### src/rtl/xsim_bus_arbiter_pkg.sv
// Shared constants for the xsim bus arbiter: reset/hold levels, FSM encoding,
// the reserved no-owner ID and the hold-counter width.
package xsim_bus_arbiter_pkg;

  localparam logic RST_ENABLE   = 1'b1;
  localparam logic HOLD_ENABLE  = 1'b1;
  localparam logic HOLD_DISABLE = 1'b0;

  localparam int ID_W   = 5;
  localparam int HOLD_W = 8;

  localparam logic [ID_W-1:0] NO_OWNER = 5'd31;

  typedef enum logic [1:0] {
    ST_IDLE = 2'd0,
    ST_OWN  = 2'd1,
    ST_TURN = 2'd2
  } arb_state_e;

  // Round-robin search start: one past the last owner, wrapping at num.
  function automatic logic [ID_W-1:0] rr_start(input logic [ID_W-1:0] last, input int num);
    if (int'(last) >= num - 1) return '0;
    return last + 5'd1;
  endfunction

endpackage

### src/rtl/xsim_bus_arbiter_pick.sv
// xrr_pick: stateless round-robin priority picker. The first set request at or
// after start_idx wins; if none, the search wraps to the lowest set request.
module xrr_pick
  import xsim_bus_arbiter_pkg::*;
#(
  parameter int NUM_MASTERS = 8
) (
  input  logic [NUM_MASTERS-1:0] req_in,
  input  logic [ID_W-1:0]        start_idx,
  output logic [NUM_MASTERS-1:0] onehot_out,
  output logic [ID_W-1:0]        winner_out,
  output logic                   valid_out
);

  logic            hi_found;
  logic            lo_found;
  logic [ID_W-1:0] hi_idx;
  logic [ID_W-1:0] lo_idx;

  // Descending scan so the lowest qualifying index is the last one written.
  always_comb begin
    hi_found = 1'b0;
    lo_found = 1'b0;
    hi_idx   = NO_OWNER;
    lo_idx   = NO_OWNER;
    for (int i = NUM_MASTERS - 1; i >= 0; i--) begin
      if (req_in[i]) begin
        lo_found = 1'b1;
        lo_idx   = ID_W'(i);
        if (ID_W'(i) >= start_idx) begin
          hi_found = 1'b1;
          hi_idx   = ID_W'(i);
        end
      end
    end
    valid_out  = lo_found;
    winner_out = hi_found ? hi_idx : lo_idx;
  end

  always_comb begin
    onehot_out = '0;
    for (int i = 0; i < NUM_MASTERS; i++) begin
      onehot_out[i] = valid_out && (winner_out == ID_W'(i));
    end
  end

endmodule

### src/rtl/xsim_bus_arbiter.sv
// Round-robin bus arbiter with one dead TURN cycle between tenures.
// Optional hold limit with preempt pulse: define XSIMBUS_ARB_HOLD_LIMIT_EN.
module xsim_bus_arbiter
  import xsim_bus_arbiter_pkg::*;
#(
  parameter int NUM_MASTERS = 8,
  parameter int MAX_HOLD    = 16
) (
  input  logic                   clk,
  input  logic                   rst,
  input  logic [NUM_MASTERS-1:0] req_in,
  input  logic [NUM_MASTERS-1:0] release_in,
  output logic [NUM_MASTERS-1:0] gnt_out,
  output logic [ID_W-1:0]        master_id_out,
  output logic                   hold_flag_out,
  output logic                   preempt_out
);

  if (NUM_MASTERS < 2 || NUM_MASTERS > 31 || MAX_HOLD < 1 || MAX_HOLD > 255) begin : g_param_check
    $error("xsim_bus_arbiter: NUM_MASTERS or MAX_HOLD out of range");
  end

  arb_state_e             state_q, state_d;
  logic [ID_W-1:0]        last_owner_q, last_owner_d;
  logic [NUM_MASTERS-1:0] gnt_q, gnt_d;
  logic [ID_W-1:0]        id_q, id_d;
  logic                   hold_flag_q, hold_flag_d;

  logic [NUM_MASTERS-1:0] pick_onehot;
  logic [ID_W-1:0]        pick_idx;
  logic                   pick_valid;
  logic                   owner_req;
  logic                   owner_rel;

  xrr_pick #(
    .NUM_MASTERS(NUM_MASTERS)
  ) u_pick (
    .req_in    (req_in),
    .start_idx (rr_start(last_owner_q, NUM_MASTERS)),
    .onehot_out(pick_onehot),
    .winner_out(pick_idx),
    .valid_out (pick_valid)
  );

  // The registered one-hot grant doubles as the owner mask.
  assign owner_req = |(req_in & gnt_q);
  assign owner_rel = |(release_in & gnt_q);

`ifdef XSIMBUS_ARB_HOLD_LIMIT_EN
  logic [HOLD_W-1:0] hold_cnt_q, hold_cnt_d;
  logic              preempt_q, preempt_d;
  logic              limit_hit;

  assign limit_hit = (hold_cnt_q >= HOLD_W'(MAX_HOLD - 1));
`endif

  always_comb begin
    state_d      = state_q;
    last_owner_d = last_owner_q;
    gnt_d        = gnt_q;
    id_d         = id_q;
    hold_flag_d  = hold_flag_q;
`ifdef XSIMBUS_ARB_HOLD_LIMIT_EN
    hold_cnt_d   = hold_cnt_q;
    preempt_d    = 1'b0;
`endif
    unique case (state_q)
      ST_IDLE, ST_TURN: begin
        state_d     = ST_IDLE;
        gnt_d       = '0;
        id_d        = NO_OWNER;
        hold_flag_d = HOLD_DISABLE;
        if (pick_valid) begin
          state_d      = ST_OWN;
          gnt_d        = pick_onehot;
          id_d         = pick_idx;
          hold_flag_d  = HOLD_ENABLE;
          last_owner_d = pick_idx;
`ifdef XSIMBUS_ARB_HOLD_LIMIT_EN
          hold_cnt_d   = '0;
`endif
        end
      end
      ST_OWN: begin
`ifdef XSIMBUS_ARB_HOLD_LIMIT_EN
        if (hold_cnt_q != '1) hold_cnt_d = hold_cnt_q + 1'b1;
`endif
        // Release wins over an expiring hold limit: no preempt in that case.
        if (owner_rel || !owner_req) begin
          state_d     = ST_TURN;
          gnt_d       = '0;
          id_d        = NO_OWNER;
          hold_flag_d = HOLD_DISABLE;
        end
`ifdef XSIMBUS_ARB_HOLD_LIMIT_EN
        else if (limit_hit) begin
          state_d     = ST_TURN;
          gnt_d       = '0;
          id_d        = NO_OWNER;
          hold_flag_d = HOLD_DISABLE;
          preempt_d   = 1'b1;
        end
`endif
      end
      default: begin
        state_d     = ST_IDLE;
        gnt_d       = '0;
        id_d        = NO_OWNER;
        hold_flag_d = HOLD_DISABLE;
      end
    endcase
  end

  always_ff @(posedge clk) begin
    if (rst == RST_ENABLE) begin
      state_q      <= ST_IDLE;
      last_owner_q <= ID_W'(NUM_MASTERS - 1);
      gnt_q        <= '0;
      id_q         <= NO_OWNER;
      hold_flag_q  <= HOLD_DISABLE;
`ifdef XSIMBUS_ARB_HOLD_LIMIT_EN
      hold_cnt_q   <= '0;
      preempt_q    <= 1'b0;
`endif
    end else begin
      state_q      <= state_d;
      last_owner_q <= last_owner_d;
      gnt_q        <= gnt_d;
      id_q         <= id_d;
      hold_flag_q  <= hold_flag_d;
`ifdef XSIMBUS_ARB_HOLD_LIMIT_EN
      hold_cnt_q   <= hold_cnt_d;
      preempt_q    <= preempt_d;
`endif
    end
  end

  assign gnt_out       = gnt_q;
  assign master_id_out = id_q;
  assign hold_flag_out = hold_flag_q;
`ifdef XSIMBUS_ARB_HOLD_LIMIT_EN
  assign preempt_out   = preempt_q;
`else
  assign preempt_out   = 1'b0;
`endif

endmodule
### config.mk
export PLATFORM = sky130hd
export DESIGN_NAME = xsim_bus_arbiter
export DESIGN_NICKNAME = d
export VERILOG_FILES = /design/src/rtl/xsim_bus_arbiter_pkg.sv /design/src/rtl/xsim_bus_arbiter_pick.sv /design/src/rtl/xsim_bus_arbiter.sv
export SDC_FILE = /design/constraint.sdc
export NUM_CORES = 1
export LEC_CHECK = 0
export BUFFER_PORTS_ARGS = -buffer_cell sky130_fd_sc_hd__buf_4
export CORE_MARGIN = 4
export CORE_UTILIZATION = 49
export CTS_BUF_LIST = sky130_fd_sc_hd__clkbuf_4
export CTS_CLUSTER_DIAMETER = 100
export CTS_CLUSTER_SIZE = 20
export DETAILED_ROUTE_END_ITERATION = 8
export HOLD_SLACK_MARGIN = 0.05
export PLACE_DENSITY = 0.78
export SLEW_MARGIN = 25
export SYNTH_ARGS = -nofsm -noshare
export SYNTH_HDL_FRONTEND = slang
export SYNTH_HIERARCHICAL = 1
export SYNTH_SLANG_ARGS = --single-unit
### constraint.sdc
create_clock -name clk -period 2.8 [get_ports clk]
set_clock_uncertainty 0.1 [all_clocks]
set_input_delay 0.56 -clock clk [delete_from_list [all_inputs] [get_ports clk]]
set_output_delay 0.56 -clock clk [all_outputs]
set_load 0.005 [all_outputs]
### Word level (Yosys, flattened, before mapping)

Cells that the tools add are included.

| cells by class | value |
|---|---|
| add/subtract/negate cells | 1 |
| order comparisons | 9 |
| eq/ne operators | 10 |
| muxes and demuxes | 64 |
| bitwise gates (word level) | 2 |
| reductions and logical operators | 16 |

Operators with widths:

| cell | count |
|---|---|
| 2-to-1 mux 5 bit | 29 |
| 2-to-1 mux 1 bit | 28 |
| == test 5 x 3 -> 1 bit (second input constant) | 4 |
| >= comparator 3 x 5 -> 1 bit (first input constant) | 4 |
| AND 8 bit | 2 |
| 2-to-1 mux 8 bit | 2 |
| case mux 8 bit (2 select lines) | 1 |
| OR reduction 8 bit | 2 |
| == test 5 x 2 -> 1 bit (second input constant) | 2 |
| >= comparator 1 x 5 -> 1 bit (first input constant) | 2 |
| >= comparator 2 x 5 -> 1 bit (first input constant) | 2 |
| case mux 5 bit (2 select lines) | 1 |
| logical AND 1 bit | 8 |
| adder 5 x 1 -> 5 bit (second input constant) | 1 |
| == test 5 x 1 -> 1 bit (second input constant) | 1 |
| >= comparator 5 x 3 -> 1 bit (second input constant) | 1 |
| logical NOT 5 bit | 1 |
| case mux 2 bit (2 select lines) | 1 |
| == test 2 x 1 -> 1 bit (second input constant) | 1 |
| == test 2 bit (second input constant) | 1 |
| logical NOT 2 bit | 1 |
| 2-to-1 mux 2 bit | 1 |
| != test 2 bit (second input constant) | 1 |
| case mux 1 bit (2 select lines) | 1 |
| 4 further kinds | 4 |

| word-level totals | value |
|---|---|
| flip-flop bits (word level) | 21 |
| bits of input ports | 18 |
| output and inout bits | 15 |
| logic and storage cells | 107 |

### Depth between registers and ports, before layout

| depth | value |
|---|---|
| depth in word-level cells | 25 |
| depth in mapped cells | 11 |
| gate-level depth less buffers | 11 |

### Hierarchy

The synthesis kept the hierarchy.

Modules (own cells, without submodules):

| module | times used | cells each | area an instance (µm²) | seq. area each (µm²) |
|---|---|---|---|---|
| xsim_bus_arbiter | 1 | 77 | 840.8 | 420.4 |
| xrr_pick | 1 | 59 | 416.6 | 0.0 |

### Worst setup path after synthesis

OpenSTA, ideal clock, no wires.

| path | value |
|---|---|
| path type | register to register |
| from | reg last_owner_q[0] |
| to | reg gnt_q[7] (netlist: gnt_out[7]) |
| library setup time | 0.061 ns |
| arrival | 2.528 ns |
| required time | 2.639 ns |
| path slack | 0.111 ns |
| cell stages (with the launch flop) | 11 |
| path buffers | 0 |
| clock period less this slack | 2.689 ns |
| cells stage by stage | dfxtp_1 ha_1 a21o_1 a211oi_1 nor2b_1 a21boi_1 o21ai_1 and4_4 mux2_4 nor4_1 a22o_1 |

| on the way | value |
|---|---|
| cells in the longest elaborated chain, start to end | 25 |
| elaborated cells on any way between the ends | 49 |
| those cells by class | add/sub: 1; order compare: 9; eq/ne: 1; mux: 37; reduce/logical: 1 |

Ends and longest elaborated chain:

| what | RTL line | text |
|---|---|---|
| from (decl) | xsim_bus_arbiter.sv:24 | `logic [ID_W-1:0] last_owner_q, last_owner_d;` |
| from (signal assigned) | xsim_bus_arbiter.sv:117 | `last_owner_q <= ID_W'(NUM_MASTERS - 1);` |
| from (signal assigned) | xsim_bus_arbiter.sv:127 | `last_owner_q <= last_owner_d;` |
| >= comparator 5 x 3 -> 1 bit | xsim_bus_arbiter_pkg.sv:22 | `if (int'(last) >= num - 1) return '0;` |
| 2-to-1 mux 1 bit | xsim_bus_arbiter_pkg.sv:22 |  |
| 2-to-1 mux 5 bit (*) | xsim_bus_arbiter_pkg.sv:23 | `return last + 5'd1;` |
| >= comparator 3 x 5 -> 1 bit | xsim_bus_arbiter_pick.sv:30 | `if (ID_W'(i) >= start_idx) begin` |
| 2-to-1 mux 1 bit or 2-to-1 mux 5 bit (tied branches) | xsim_bus_arbiter_pick.sv:30 |  |
| 2-to-1 mux 1 bit or 2-to-1 mux 5 bit (tied branches) | xsim_bus_arbiter_pick.sv:27 | `if (req_in[i]) begin` |
| 2-to-1 mux 1 bit or 2-to-1 mux 5 bit (tied branches) | xsim_bus_arbiter_pick.sv:30 |  |
| 2-to-1 mux 1 bit or 2-to-1 mux 5 bit (tied branches) | xsim_bus_arbiter_pick.sv:27 |  |
| [10 not listed] | -- |  |
| 2-to-1 mux 1 bit or 2-to-1 mux 5 bit (tied branches) | xsim_bus_arbiter_pick.sv:30 |  |
| 2-to-1 mux 1 bit or 2-to-1 mux 5 bit (tied branches) | xsim_bus_arbiter_pick.sv:27 |  |
| 2-to-1 mux 5 bit (*) | xsim_bus_arbiter_pick.sv:37 | `winner_out = hi_found ? hi_idx : lo_idx;` |
| == test 5 x 3 -> 1 bit (*) | xsim_bus_arbiter_pick.sv:43 | `onehot_out[i] = valid_out && (winner_out == ID_W'(i));` |
| logical AND 1 bit (*) | xsim_bus_arbiter_pick.sv:43 |  |
| named net pick_onehot[7] | xsim_bus_arbiter.sv:29 | `logic [NUM_MASTERS-1:0] pick_onehot;` |
| 2-to-1 mux 8 bit (*) | xsim_bus_arbiter.sv:73 | `if (pick_valid) begin` |
| case mux 8 bit (2 select lines) (*) | xsim_bus_arbiter.sv:67 | `unique case (state_q)` |
| to (signal assigned) | xsim_bus_arbiter.sv:128 | `gnt_q <= gnt_d;` |
| to (decl) | xsim_bus_arbiter.sv:25 | `logic [NUM_MASTERS-1:0] gnt_q, gnt_d;` |

The timed path passes the listed nets; every way through them passes the cells marked *.
A chain may end at the register's enable or synchronous reset.

### Worst setup path in the final report

Ends and elaborated chain as after synthesis.

==> impl_metrics.ini <==
[finish]
final_layout_size_suffix_gt1_share_pct = 38.2
area_delta_synth_final_pct = 34.3
final_net_count = 206
antenna_diode_count = 0

[routing]
dr.first_iter.drc_count = 74
vias = 1294
final_antenna_net_count = 0
routed_wirelength_um = 3470
drt_drc_violations_left = 0
post_drt_wl_per_cell_um = 16.1
firstDrtPassIters = 5
vias_per_cell = 5.99

[grt]
gr-max-usage-layer = met2
largest_net_degree_at_the_start_of_global_routing = 12
globalRouteMet1Util_pct = 26.2
gr-usage-met3_pct = 3.07
grt_pass1_wl_um = 5620
grt.overflow.total = 0
antenna_found_initial = 0
global_route.usage.met2_pct = 35.2
grt_resource_usage_total_pct = 20.9
grt_pass1_vias = 1297

[clocking]
clock_tree.root_cell = clkbuf_4
cts_hold_buf = 0
clock_sink_count = 21
clock_tree.buffer_depth = 2
tritoncts_clock_tree = done
total_clock_buffers_created_by_cts = 3
clk_pin_slew_ns = 0.11
clock_insertion_delay_worst_skew_ns = 0.29
ctsHtreeMaxLevel = 1

[worst_setup_path]
timing.critical_path.arrival_ns = 2.94
critical_path.startpoint_type = register
worst-endpoint-required_ns = 2.95
timing.critical_path.to_type = register
worst_path_largest_cell_delay_ns = 0.34
crit_path_max_fanout = 6
path_cells = ha_1, a21o_1, a211oi_4, o21a_2, o21ai_1, a32oi_2, and4_4, mux2_4, nor4_4, a22o_1
critPathKind = register to register
crit_slowest_cell = mux2_4

[placed_design]
io_buffers = 31
gp_congestion = 0.863
hpwl_detailed_um = 2670

[floorplanning]
die_area_mm2 = 0.00344
dieHeight_um = 58.7
floorplan.initialDensity_pct = 51.2
dieWidth_um = 58.7
ios = 33
floorplan.rows = 18
design.core.area_mm2 = 0.00245

[timing]
report.final.slew_viol_count = 0
rsz_0062_raised_after_global_routing = true
setup_viol_count_final = 0
achievable-frequency_mhz = 359
final_critical_path_required_period_ns = 2.79
timing.final.hold_violations = 0
fin_hold_ws_ns = 0.356
layout_worst_path_cycle_share_pct = 99.6
tightest_slew_ns = 0.612
timing.slew.headroom_pct = 59.1

[yosys]
yosys.cell_types.count = 51
synth_seq_cells = 21
synth.yosys.warnings = 6
synthesis.instances = 136
synth_area_per_cell_um2 = 9.25
count_of_flip_flops_with_a_built_in_enable_after_synthesis = 0
synthesis.area_mm2 = 0.00126
synth_async_sr_flop_share_pct = 0
post_synth_main_area_contributors = dfxtp_1 (33%), a22o_1 (5.6%), nor2b_1 (4.5%)
synthTopCellsByCount = dfxtp_1 (21), nor2b_1 (9), a22o_1 (8), nor2_1 (8), nand2_1 (7)
yosysMostFrequentCell = dfxtp_1
synth.yosys.seq_area_share_pct = 33.4
synth.top_cell.area_share_pct = 33.4
main_synth_ff_type = dfxtp_1
synth_top_cell_by_area = dfxtp_1

[power]
cellLeakagePower_uw = 0.000712
vdd.ir_drop.worst_uv = 392
sum_of_internal_switching_and_leakage_power_uw = 857
power-per-cell-area_mw_per_mm2 = 508

[hold_path]
timing.hold.worst.class = register to register

[outcome]
run_status = completed

[job]
timing.max_cap.violations = 0
==> layout make-up <==
| cell class | count | area, um2 |
|---|---|---|
| multi-input combinational | 114 | 867 |
| fill | 199 | 766 |
| sequential | 21 | 420 |
| timing repair buffer | 42 | 315 |
| tap | 30 | 37.5 |
| clock buffer | 4 | 30.0 |
| inverter | 5 | 18.8 |
==> kinds of logic (layout without fill, tap and decap cells) <==
kind of cell	count (synthesis)	count (layout)	synth area share, %
simple gates	46	46	24.1
mux	5	5	4.48
buf+inv	11	51	3.98
other cells	1	11	0.298
fa+ha+maj	1	1	0.995
compound gates	51	51	32.7
flops	21	21	33.4
==> registers in the layout (all words and copies together) (netlist names) <==
register       flops
hold_flag_out      1
master_id_out      5
gnt_out            8
last_owner_q       5
state_q            2
==> through the flow <==
step / instance area [um2] / worst slack, ns / cells / TNS (ns) / utilization [%]
2_1_floorplan: 1290 / 0.111 / 146 / 0 / -
3_3_place_gp: 1600 / 0.0282 / 210 / 0 / 65.2
3_5_place_dp: 1600 / -0.104 / 210 / -0.225 / 65.2
4_1_cts: 1650 / 0.000153 / 214 / 0 / 67.1
5_1_grt: 1690 / -0.0612 / 216 / -0.148 / 68.8
6_report: 1690 / 0.0108 / 216 / 0 / 68.8
==> final timing paths <==
kind / from / end / slack, ns / cells past startpoint
max: last_owner_q[0]$_SDFFE_PP1P_ / gnt_out[7]$_SDFFE_PP0P_ / 0.01 / 10
min: state_q[1]$_SDFFE_PP0P_ / state_q[1]$_SDFFE_PP0P_ / 0.36 / 1
max reg2reg: last_owner_q[0]$_SDFFE_PP1P_ / gnt_out[7]$_SDFFE_PP0P_ / 0.01 / 10
min reg2reg: state_q[1]$_SDFFE_PP0P_ / state_q[1]$_SDFFE_PP0P_ / 0.36 / 1
==> layout by cell type, fill, tap and decap left out, types with 2 or more instances in the layout <==
| master | instances |
|---|---|
| nand2_1 | 7 |
| a22oi_1 | 6 |
| o21ai_1 | 2 |
| nand2b_1 | 2 |
| nor3b_1 | 3 |
| o21ai_2 | 2 |
| a21o_1 | 2 |
| a211o_1 | 3 |
| inv_2 | 2 |
| o21ai_0 | 4 |
| nor3_1 | 2 |
| nor2_1 | 8 |
| mux2i_1 | 3 |
| inv_1 | 3 |
| dfxtp_1 | 21 |
| nor2b_1 | 8 |
| a211oi_1 | 2 |
| nand4_1 | 2 |
| clkbuf_4 | 4 |
| a22o_1 | 8 |
| o22a_2 | 5 |
| buf_4 | 42 |
| a2bb2oi_1 | 2 |
| conb_1 | 11 |
| a21oi_1 | 2 |
==> layer usage <==
layer,vias up,routed length [um]
met5,-,0
met4,0,57
met3,8,231
met2,50,1690
met1,622,1490
li1,614,-
==> what timing repair did <==
action                                  4_1_cts  5_1_grt
endpoints found under the setup margin        8       11
pin swaps                                     0        3
cloned                                        0        0
resized for setup                             6        6
setup buffers                                 0        2
==> worst max-delay path, delay by kind of cell, from the launching register on <==
| family | cells | cell delay [ns] |
|---|---|---|
| AOI/OAI and AO/OA | 6 | 1.18 |
| adders and majority gates | 1 | 0.21 |
| DFF | 1 | 0.33 |
| muxes | 1 | 0.34 |
| and+or+nand+nor | 2 | 0.56 |
==> power by group <==
part	switching [uW]	internal [uW]
Combinational	175	180
Clock	85.2	65.1
Sequential	23.9	328
Note: power is estimated with default switching activity, not from simulation.
